$ cat src/rtl/ppc_types.sv
// Shared types for the integer arithmetic path: decoded control word, carry-in
// source encodings and a CR0 helper.
package ppc_types;

    localparam int unsigned XLEN       = 32;
    localparam int unsigned GPR_ADDR_W = 5;

    typedef enum logic [1:0] {
        CarrySub    = 2'b00,  // carry-in follows subtract (two's-complement negate)
        CarryStored = 2'b01,
        CarryOne    = 2'b10,
        CarryZero   = 2'b11
    } carry_mode_e;

    typedef struct packed {
        logic        subtract;
        carry_mode_e carry_mode;
        logic        oe;
        logic        rc;
    } arith_ctrl_t;

    // {lt, gt, eq} of a signed value against zero
    function automatic logic [2:0] cr0_of(input logic [XLEN-1:0] value);
        return {value[XLEN-1], !value[XLEN-1] && (value != '0), value == '0};
    endfunction

endpackage

$ cat src/rtl/rs_age_select.sv
// Age matrix over reservation-station entries and one-hot pick of the oldest
// ready entry.
module rs_age_select #(
    parameter int unsigned RS_DEPTH = 8
) (
    input  logic                clk,
    input  logic                rst,
    input  logic                flush,
    input  logic [RS_DEPTH-1:0] alloc,
    input  logic [RS_DEPTH-1:0] busy,
    input  logic [RS_DEPTH-1:0] ready,
    output logic [RS_DEPTH-1:0] grant
);

    // age_q[j][i] set means entry j is older than entry i
    logic [RS_DEPTH-1:0] age_q [RS_DEPTH];
    logic [RS_DEPTH-1:0] age_d [RS_DEPTH];

    always_comb begin
        age_d = age_q;
        for (int k = 0; k < RS_DEPTH; k++) begin
            if (alloc[k]) begin
                age_d[k] = '0;
                for (int j = 0; j < RS_DEPTH; j++) begin
                    age_d[j][k] = busy[j] && (j != k);
                end
            end
        end
    end

    always_comb begin
        grant = '0;
        for (int i = 0; i < RS_DEPTH; i++) begin
            grant[i] = ready[i];
            for (int j = 0; j < RS_DEPTH; j++) begin
                if (ready[j] && age_q[j][i]) begin
                    grant[i] = 1'b0;
                end
            end
        end
    end

    always_ff @(posedge clk or negedge rst) begin
        if (!rst) begin
            for (int i = 0; i < RS_DEPTH; i++) begin
                age_q[i] <= '0;
            end
        end else if (flush) begin
            for (int i = 0; i < RS_DEPTH; i++) begin
                age_q[i] <= '0;
            end
        end else begin
            age_q <= age_d;
        end
    end

endmodule

$ cat src/rtl/arith_rs_unit.sv
// Add/subtract reservation station with multi-bus operand capture, oldest-ready
// issue and an elastic PIPE_STAGES-deep result pipeline.
module arith_rs_unit
    import ppc_types::*;
#(
    parameter int unsigned RS_OFFSET    = 0,
    parameter int unsigned RS_DEPTH     = 8,
    parameter int unsigned RS_ID_WIDTH  = 5,
    parameter int unsigned UPDATE_PORTS = 2,
    parameter int unsigned PIPE_STAGES  = 1
) (
    input  logic                                      clk,
    input  logic                                      rst,
    input  logic                                      flush,
    input  logic                                      input_valid,
    output logic                                      input_ready,
    input  logic [4:0]                                result_reg_addr_in,
    input  logic [31:0]                               op1,
    input  logic [31:0]                               op2,
    input  logic                                      op1_valid,
    input  logic                                      op2_valid,
    input  logic [RS_ID_WIDTH-1:0]                    op1_rs_id,
    input  logic [RS_ID_WIDTH-1:0]                    op2_rs_id,
    input  logic                                      carry_in,
    input  logic                                      carry_valid,
    input  logic [RS_ID_WIDTH-1:0]                    carry_rs_id,
    input  arith_ctrl_t                               control,
    output logic [RS_ID_WIDTH-1:0]                    id_taken,
    input  logic [UPDATE_PORTS-1:0]                   update_valid,
    input  logic [UPDATE_PORTS-1:0][RS_ID_WIDTH-1:0]  update_rs_id,
    input  logic [UPDATE_PORTS-1:0][31:0]             update_value,
    input  logic [UPDATE_PORTS-1:0]                   update_carry_valid,
    input  logic [UPDATE_PORTS-1:0][RS_ID_WIDTH-1:0]  update_carry_rs_id,
    input  logic [UPDATE_PORTS-1:0]                   update_carry,
    output logic                                      output_valid,
    input  logic                                      output_ready,
    output logic [RS_ID_WIDTH-1:0]                    rs_id_out,
    output logic [4:0]                                result_reg_addr_out,
    output logic [31:0]                               result,
    output logic                                      ca_out,
    output logic                                      ov_out,
    output logic [2:0]                                cr0_out
);

    localparam int unsigned IDX_W = $clog2(RS_DEPTH);
    localparam int unsigned LAST  = PIPE_STAGES - 1;

    typedef logic [RS_ID_WIDTH-1:0] tag_t;

    typedef struct packed {
        logic                  busy;
        logic [XLEN-1:0]       op1;
        logic                  op1_v;
        tag_t                  op1_tag;
        logic [XLEN-1:0]       op2;
        logic                  op2_v;
        tag_t                  op2_tag;
        logic                  cy;
        logic                  cy_v;
        tag_t                  cy_tag;
        arith_ctrl_t           ctrl;
        logic [GPR_ADDR_W-1:0] dest;
    } entry_t;

    typedef struct packed {
        logic                  valid;
        tag_t                  rs_id;
        logic [GPR_ADDR_W-1:0] dest;
        logic [XLEN-1:0]       result;
        logic                  ca;
        logic                  ov;
        logic [2:0]            cr0;
    } stage_t;

    entry_t ent_q [RS_DEPTH];
    entry_t ent_d [RS_DEPTH];
    stage_t stg_q [PIPE_STAGES];
    stage_t stg_d [PIPE_STAGES];

    logic [RS_DEPTH-1:0]    busy, ready, alloc, grant;
    logic [IDX_W-1:0]       free_idx, issue_idx;
    logic                   take, issue;
    logic [PIPE_STAGES-1:0] stage_ready;
    entry_t                 new_ent, iss;
    stage_t                 iss_stage;
    logic [XLEN-1:0]        a_op;
    logic                   cin;
    logic [XLEN:0]          sum;

    always_comb begin
        free_idx  = '0;
        issue_idx = '0;
        for (int e = RS_DEPTH - 1; e >= 0; e--) begin
            busy[e]  = ent_q[e].busy;
            ready[e] = ent_q[e].busy && ent_q[e].op1_v && ent_q[e].op2_v && ent_q[e].cy_v;
            if (!ent_q[e].busy) free_idx = IDX_W'(e);
            if (grant[e])       issue_idx = IDX_W'(e);
        end
    end

    assign input_ready = ~&busy;
    assign take        = input_valid && input_ready && !flush;
    assign id_taken    = take ? tag_t'(RS_OFFSET) + tag_t'(free_idx) : '0;
    assign alloc       = take ? (RS_DEPTH'(1) << free_idx) : '0;
    assign issue       = (|grant) && stage_ready[0] && !flush;

    rs_age_select #(
        .RS_DEPTH(RS_DEPTH)
    ) u_age (
        .clk  (clk),
        .rst  (rst),
        .flush(flush),
        .alloc(alloc),
        .busy (busy),
        .ready(ready),
        .grant(grant)
    );

    // Ports are scanned high-to-low so the lowest matching port wins.
    always_comb begin
        new_ent = '{busy: 1'b1, op1: op1, op1_v: op1_valid, op1_tag: op1_rs_id,
                    op2: op2, op2_v: op2_valid, op2_tag: op2_rs_id,
                    cy: carry_in, cy_v: carry_valid, cy_tag: carry_rs_id,
                    ctrl: control, dest: result_reg_addr_in};
        for (int p = int'(UPDATE_PORTS) - 1; p >= 0; p--) begin
            if (!op1_valid && update_valid[p] && update_rs_id[p] == op1_rs_id) begin
                new_ent.op1   = update_value[p];
                new_ent.op1_v = 1'b1;
            end
            if (!op2_valid && update_valid[p] && update_rs_id[p] == op2_rs_id) begin
                new_ent.op2   = update_value[p];
                new_ent.op2_v = 1'b1;
            end
            if (!carry_valid && update_carry_valid[p] && update_carry_rs_id[p] == carry_rs_id) begin
                new_ent.cy   = update_carry[p];
                new_ent.cy_v = 1'b1;
            end
        end
    end

    always_comb begin
        ent_d = ent_q;
        for (int e = 0; e < RS_DEPTH; e++) begin
            for (int p = int'(UPDATE_PORTS) - 1; p >= 0; p--) begin
                if (ent_q[e].busy && !ent_q[e].op1_v && update_valid[p]
                    && update_rs_id[p] == ent_q[e].op1_tag) begin
                    ent_d[e].op1   = update_value[p];
                    ent_d[e].op1_v = 1'b1;
                end
                if (ent_q[e].busy && !ent_q[e].op2_v && update_valid[p]
                    && update_rs_id[p] == ent_q[e].op2_tag) begin
                    ent_d[e].op2   = update_value[p];
                    ent_d[e].op2_v = 1'b1;
                end
                if (ent_q[e].busy && !ent_q[e].cy_v && update_carry_valid[p]
                    && update_carry_rs_id[p] == ent_q[e].cy_tag) begin
                    ent_d[e].cy   = update_carry[p];
                    ent_d[e].cy_v = 1'b1;
                end
            end
        end
        if (issue) ent_d[issue_idx].busy = 1'b0;
        if (take)  ent_d[free_idx] = new_ent;
        if (flush) begin
            for (int e = 0; e < RS_DEPTH; e++) begin
                ent_d[e].busy  = 1'b0;
                ent_d[e].op1_v = 1'b0;
                ent_d[e].op2_v = 1'b0;
                ent_d[e].cy_v  = 1'b0;
            end
        end
    end

    always_comb begin
        iss  = ent_q[issue_idx];
        a_op = iss.ctrl.subtract ? ~iss.op1 : iss.op1;
        cin  = 1'b0;
        case (iss.ctrl.carry_mode)
            CarrySub:    cin = iss.ctrl.subtract;
            CarryStored: cin = iss.cy;
            CarryOne:    cin = 1'b1;
            default:     cin = 1'b0;
        endcase
        sum = {1'b0, a_op} + {1'b0, iss.op2} + {{XLEN{1'b0}}, cin};
        iss_stage.valid  = 1'b1;
        iss_stage.rs_id  = tag_t'(RS_OFFSET) + tag_t'(issue_idx);
        iss_stage.dest   = iss.dest;
        iss_stage.result = sum[XLEN-1:0];
        iss_stage.ca     = sum[XLEN];
        // carry into the sign bit XOR carry out of it
        iss_stage.ov     = iss.ctrl.oe && (a_op[XLEN-1] ^ iss.op2[XLEN-1] ^ sum[XLEN-1] ^ sum[XLEN]);
        iss_stage.cr0    = iss.ctrl.rc ? cr0_of(sum[XLEN-1:0]) : 3'b000;
    end

    always_comb begin
        stage_ready[LAST] = !stg_q[LAST].valid || output_ready;
        for (int i = int'(LAST) - 1; i >= 0; i--) begin
            stage_ready[i] = !stg_q[i].valid || stage_ready[i+1];
        end
    end

    always_comb begin
        stg_d = stg_q;
        if (stage_ready[0]) begin
            stg_d[0].valid = issue;
            if (issue) stg_d[0] = iss_stage;
        end
        for (int i = 1; i < PIPE_STAGES; i++) begin
            if (stage_ready[i]) begin
                stg_d[i].valid = stg_q[i-1].valid;
                if (stg_q[i-1].valid) stg_d[i] = stg_q[i-1];
            end
        end
        if (flush) begin
            for (int i = 0; i < PIPE_STAGES; i++) begin
                stg_d[i].valid = 1'b0;
            end
        end
    end

    always_ff @(posedge clk or negedge rst) begin
        if (!rst) begin
            for (int e = 0; e < RS_DEPTH; e++) begin
                ent_q[e] <= '0;
            end
            for (int i = 0; i < PIPE_STAGES; i++) begin
                stg_q[i] <= '0;
            end
        end else begin
            ent_q <= ent_d;
            stg_q <= stg_d;
        end
    end

    assign output_valid        = stg_q[LAST].valid;
    assign rs_id_out           = stg_q[LAST].rs_id;
    assign result_reg_addr_out = stg_q[LAST].dest;
    assign result              = stg_q[LAST].result;
    assign ca_out              = stg_q[LAST].ca;
    assign ov_out              = stg_q[LAST].ov;
    assign cr0_out             = stg_q[LAST].cr0;

endmodule

$ cat config.mk
export PLATFORM = sky130hd
export DESIGN_NAME = arith_rs_unit
export DESIGN_NICKNAME = d
export VERILOG_FILES = /design/src/rtl/ppc_types.sv /design/src/rtl/rs_age_select.sv /design/src/rtl/arith_rs_unit.sv
export SDC_FILE = /design/constraint.sdc
export NUM_CORES = 2
export LEC_CHECK = 0
export CORE_AREA = 2 2 364 366
export CTS_CLUSTER_SIZE = 40
export DETAILED_ROUTE_END_ITERATION = 6
export DIE_AREA = 0 0 366 368
export PLACE_DENSITY = 0.66
export SLEW_MARGIN = 20
export SYNTH_ARGS = -nofsm -noshare
export SYNTH_HDL_FRONTEND = slang
export SYNTH_SLANG_ARGS = --single-unit
$ cat constraint.sdc
create_clock -name clk -period 17.65 [get_ports clk]
set_input_delay 2.6475 -clock clk [delete_from_list [all_inputs] [get_ports clk]]
set_output_delay 2.6475 -clock clk [all_outputs]
set_load 0.005 [all_outputs]
; ---- After elaboration in Yosys (flattened, before gate mapping)
; Cells that the tools add are included.
[op_classes]
add_sub_neg = 2
n_mul = 0
n_div = 0
magnitude_cmp = 4
eq_ne = 56
shift = 1
n_mux = 250
n_bitwise = 6
reduce_logical = 303
[ops]
columns = operator, n
row1 = $bwmux 752, 2
row2 = $mux 752, 2
row3 = $mux 33, 36
row4 = $demux 94 s3, 2
row5 = $bmux 94 s3, 1
row6 = $eq 5x5->1, 54
row7 = $logic_and 1x1->1, 228
row8 = $mux 94, 2
row9 = $mux 93, 2
row10 = $mux 1, 153
row11 = $mux 48, 2
row12 = $reduce_bool 3->1, 28
row13 = $mux 8, 9
row14 = $mux 64, 1
row15 = $mux 3, 18
row16 = $mux 2, 18
row17 = $add 32x32->33, 1
row18 = $add 33x1->33, 1
row19 = $logic_not 32->1, 1
row20 = $mux 32, 1
row21 = $not 32->32, 1
row22 = $reduce_bool 32->1, 1
row23 = $logic_not 1->1, 31
row24 = $reduce_bool 2->1, 9
row25 = 13 further kinds, 18
[word_totals]
register_bits = 862
latchBits = 0
ram_bits = 0
rom_bits = 0
input_bits = 188
out_inout_bits = 54
elab_cells = 813
n_memories = 0

; ---- Logic depth before layout (Yosys ltp)
[logic_depth]
ltp_word = 34
depth_mapped = 29
mapped_depth_nobuf = 23

; ---- Cells and area by module
; A second synthesis with hierarchy kept.
[unflattened]
hier_cells = 6449
hier_area_um2 = 53533.8
[by_module_without_submodules]
columns = mod, n_inst, cells_each, area_each_um2, seq_area_each_um2
row1 = arith_rs_unit, 1, 6183, 50790.0, 19969.2
row2 = rs_age_select, 1, 266, 2743.9, 1401.3

; ---- Least setup slack after synthesis
; OpenSTA, ideal clock, no wires.
[synth_path]
kind = input to output
start = input flush
end = output id_taken[2]
t_arrival_ps = 3285
required_time_ps = 15002
slack_ps = 11718
stages = 4
n_path_buf = 1
cell_sequence = clkbuf_1 inv_1 nand2_1 nor2_1
[synth_between]
elab_chain_cells = 3
[synth_rtl]
columns = item, line
row1 = from (decl), arith_rs_unit.sv:14  ; input logic flush,
row2 = $logic_not 1->1, arith_rs_unit.sv:102  ; assign take = input_valid && input_ready && !flush;
row3 = $logic_and 1x1->1, arith_rs_unit.sv:102
row4 = $mux 3, arith_rs_unit.sv:103  ; assign id_taken = take ? tag_t'(RS_OFFSET) + tag_t'(free_idx) : '0;
row5 = to (decl), arith_rs_unit.sv:28  ; output logic [RS_ID_WIDTH-1:0] id_taken,
; Every way passes these cells.

; ---- Worst setup path after layout
[layout_path]
start = register ent_q (netlist bit busy[6])
end = register stg_q (netlist bit cr0_out[1])
[layout_between]
elab_chain_cells = 29
word_cells_on_any_way = 61
cone_classes = add/sub: 2 / eq/ne: 2 / mux: 36 / bitwise: 2 / reduce/logical: 19
[layout_rtl]
columns = item, line
row1 = from (decl), arith_rs_unit.sv:75  ; entry_t ent_q [RS_DEPTH];
row2 = from (signal assigned), arith_rs_unit.sv:230  ; ent_q <= ent_d;
row3 = $logic_and 1x1->1 (*) (3 in a row), arith_rs_unit.sv:95  ; ready[e] = ent_q[e].busy && ent_q[e].op1_v && ent_q[e].op2_v && ent_q[e].cy_v;
row4 = $mux 1 (8 in a row), rs_age_select.sv:36  ; if (ready[j] && age_q[j][i]) begin
row5 = $mux 3 (7 in a row), arith_rs_unit.sv:97  ; if (grant[e]) issue_idx = IDX_W'(e);
row6 = $not 3->4 (implied by the code), arith_rs_unit.sv:175  ; iss = ent_q[issue_idx];
row7 = $bmux 94 s3, arith_rs_unit.sv:175
row8 = $mux 93 (implied by the code) (2 in a row), arith_rs_unit.sv:175
row9 = $not 32->32, arith_rs_unit.sv:176  ; a_op = iss.ctrl.subtract ? ~iss.op1 : iss.op1;
row10 = $mux 32, arith_rs_unit.sv:176
row11 = $add 32x32->33, arith_rs_unit.sv:184  ; sum = {1'b0, a_op} + {1'b0, iss.op2} + {{XLEN{1'b0}}, cin};
row12 = $add 33x1->33, arith_rs_unit.sv:184
row13 = $reduce_bool 32->1 / $logic_not 1->1 (equally long branches), ppc_types.sv:24  ; return {value[XLEN-1], !value[XLEN-1] && (value != '0), value == '0};
row14 = $logic_and 1x1->1, ppc_types.sv:24
row15 = $mux 3, arith_rs_unit.sv:192  ; iss_stage.cr0 = iss.ctrl.rc ? cr0_of(sum[XLEN-1:0]) : 3'b000;
row16 = to (signal assigned), arith_rs_unit.sv:231  ; stg_q <= stg_d;
row17 = to (decl), arith_rs_unit.sv:77  ; stage_t stg_q [PIPE_STAGES];
; Mark *: on every way between the ends. The rest lies on a longest branch, timed or not. The select of a mux whose other input is x is not followed.
; A chain may end at the register's enable or synchronous reset.

==> flow_summary.toml <==
[outcome]
status = "finished, violations left"
violations = "DRC"

[final_layout]
finish.net_count = 6511
seqCellArea_mm2 = 0.0214
n_fill_cell = 12800
mostFrequentLayoutCell = "nand2_1"
layout-drive-gt1-share_pct = 5.54
final_util_pct = 45.5
fin_cells = 8128
most-common-layout-cells = "nand2_1, dfrtp_1, mux2i_1, o21ai_0, o211ai_1"
multi_input_area_mm2 = 0.0294
synthToLayoutAreaGrowth_pct = 11.5

[timing]
slew_headroom_pct = 16.9
fmax_mhz = 117
finalCriticalPeriod_ns = 8.56
finalWorstSetupSlack_ns = 9.09
rsz0062_at_grt = "no"
setup_viol = 0
finalSetupTns_ns = 0
post-route-period-util_pct = 48.5
fin_skew_ns = 0.0434
hold_viol = 0
finalMaxSlewViolations = 0
tightest_slew_ns = 1.25

[logic_synthesis]
syn_avg_cell_area_um2 = 8.17
ys_seq_elements = 854
yosys_warnings = 0
synth_area_leader_cell = "dfrtp_1"
syn_area_mm2 = 0.0534
synth_top_area_share_pct = 40.0
async_flop_share_pct = 100
synth_edf_count = 0
synth_cell_types = 79
syn_inst = 6535
synthFlopType = "dfrtp_1"
yosys-top-cells-area = "dfrtp_1, nand2_1, mux2i_1, o211ai_1, o21ai_0"
yosysSeqAreaShare_pct = 40.0

[placed_design]
gp_congestion = 0.914
hpwl_um = 120000
pre_cts_slack_ns = 9.37
dpl.cell_count = 7944
io_buffers = 237

[pwr]
p_clk_share_pct = 38.9
p_int_mw = 3.72
power_mw = 5.37
power.switching_mw = 1.64
p_per_area_mw_per_mm2 = 90.2
power_frac_comb_pct = 20.5
swShare_pct = 30.6
peakVddDrop_mv = 0.0640
p_leak_nw = 31.2
power_frac_seq_pct = 40.6

[route]
ant_nets = 0
via_per_inst = 6.18
routed_wl_um = 206000
vias = 50200
first_iter_violations = 6719
drc = 12
avgRoutedWirePerCell_um = 25.4
drt_pass1_iterations = 7

[global_route]
grt_first_pass_wirelength_um = 308000
globalRouteOverflowTotal = 0
grt_pass1_vias = 47100
grt_max_degree = 167
track_usage_pct = 29.6
antenna_found_initial = 6

[clocking]
cts_hold_buffers = 0
htree_levels = 3
clk_latency_ns = 0.70
cts_tree = "built"
post_cts_buffers = 0
path_clk_slew_ns = 0.07
cts_made_buffers = 99
clock-sinks = 854
cts_root_buf = "clkbuf_16"
cts_resized = 0
clockBufferDepth = 3

[min_path]
holdCritPathClass = "register to register"

[critical_path]
crit_arrival_ns = 9.14
critPathKind = "register to register"
cp_max_fo = 70
end_kind = "register"
cp-start-kind = "register"
cp_data_required_time_ns = 18.23

[die]
fp-row-count = 133
ios = 242
initial_core_util_pct = 40.8
coreArea_mm2 = 0.131
die_w_um = 366
die_h_um = 368
die_area_mm2 = 0.135

[run]
maxCapViolations = 0
[metrics by stage]
stage	hold WS, ns	instance area [µm²]
after global placement	0.458	56200
after detailed placement	0.464	56200
after CTS	0.479	59500
after global routing	0.493	59500
after floorplan	0.437	53400
final	0.477	59500
[cell families (layout without fill, tap and decap cells)]
| group | Yosys count | in the layout | share of synthesized area, % |
|---|---|---|---|
| flip-flops | 854 | 854 | 40.0 |
| other | 1 | 8 | 0.00702 |
| AO/OA/AOI/OAI | 1521 | 1521 | 17.6 |
| AND/OR/NAND/NOR | 2474 | 2474 | 19.5 |
| buffers and inverters | 720 | 551 | 5.36 |
| XOR/XNOR | 320 | 320 | 5.25 |
| adder cells (fa/ha/maj) | 33 | 33 | 0.802 |
| multiplexers | 612 | 612 | 11.5 |
[metal layers]
metal / wire length, µm / track usage, %
met1: 83700 / 41.0
met2: 88400 / 44.2
met3: 23700 / 6.09
met4: 10400 / 14.1
met5: 9 / 0
[cell usage after synthesis, drive strengths merged, types with 4 or more instances]
master     n
and4      11
and3      11
o21bai     4
nand2   1950
nand3    168
o21ai    650
mux2       6
a21oi    210
o22ai      4
mux2i    606
dfrtp    854
nor4b      4
ha        31
clkbuf   569
xnor2    195
o21a       4
nand2b     6
o211ai   516
nor2b     16
inv       22
a22oi     18
a221oi     5
a21o      11
buf      129
o31ai     14
nand4b     7
a211oi    22
or3        8
nand4     91
a31oi     11
and2      10
or4       63
nor4      34
nor3      42
a21boi     4
xor2     125
a222oi    14
nor2      44
[final timing paths]
check | from | end | slack [ns] | cells after the start
setup reg to reg | busy[6]$_DFF_PN0_ | cr0_out[1]$_DFFE_PN0P_ | 9.09 | 24
max in group asynchronous | rst | ent_q[220]$_DFF_PN0_ | 12.54 | 4
setup / recovery | busy[6]$_DFF_PN0_ | cr0_out[1]$_DFFE_PN0P_ | 9.09 | 24
min in group asynchronous | rst | ent_q[529]$_DFFE_PN0P_ | 2.00 | 1
hold reg to reg | ent_q[474]$_DFFE_PN0P_ | ent_q[474]$_DFFE_PN0P_ | 0.48 | 2
hold / removal | ent_q[474]$_DFFE_PN0P_ | ent_q[474]$_DFFE_PN0P_ | 0.48 | 2
[registers in the layout (all words and copies together), names as in the netlist]
| signal | flops |
|---|---|
| result | 32 |
| cr0_out | 3 |
| result_reg_addr_out | 5 |
| busy | 8 |
| ent_q | 744 |
| ca_out | 1 |
| u_age.age_q | 56 |
| rs_id_out | 3 |
| ov_out | 1 |
| output_valid | 1 |
[area by class of cell]
type                    instances  area share [%]
clock buffers                 153            5.12
inverters                      22           0.139
repair buffers                349            5.45
diodes                          4          0.0168
clock inverters                27           0.360
flip-flops and latches        854            35.9
multi-input cells            4964            49.3
well taps                    1755            3.69
[power groups by stage]
stage	registers [mW]	logic (mW)	clock network, mW
2_1_floorplan	2.18	0.740	0
3_3_place_gp	2.21	1.06	0
3_5_place_dp	2.21	1.07	0
4_1_cts	2.18	1.08	2.11
5_1_grt	2.19	1.21	2.18
6_report	2.18	1.10	2.09
[critical path: stages (launching register included)]
cell      delay [ns]
dfrtp_1         0.51
and4_1          0.35
a222oi_1        0.34
nand4_1         0.17
o21bai_4        0.23
a2111o_1        0.57
nand3_4         0.10
buf_4           0.69
buf_4           0.82
buf_4           0.75
nand2_1         0.11
nand3_1         0.11
nand4_1         0.24
xnor2_1         0.21
ha_1            0.45
nand2_1         0.10
or3_1           0.42
a211oi_1        0.36
a211oi_1        0.17
or3_1           0.43
a21oi_1         0.35
nor4_1          0.09
a311oi_1        0.43
and3_1          0.24
o21ai_1         0.06
(Power assumes the default switching activity.)
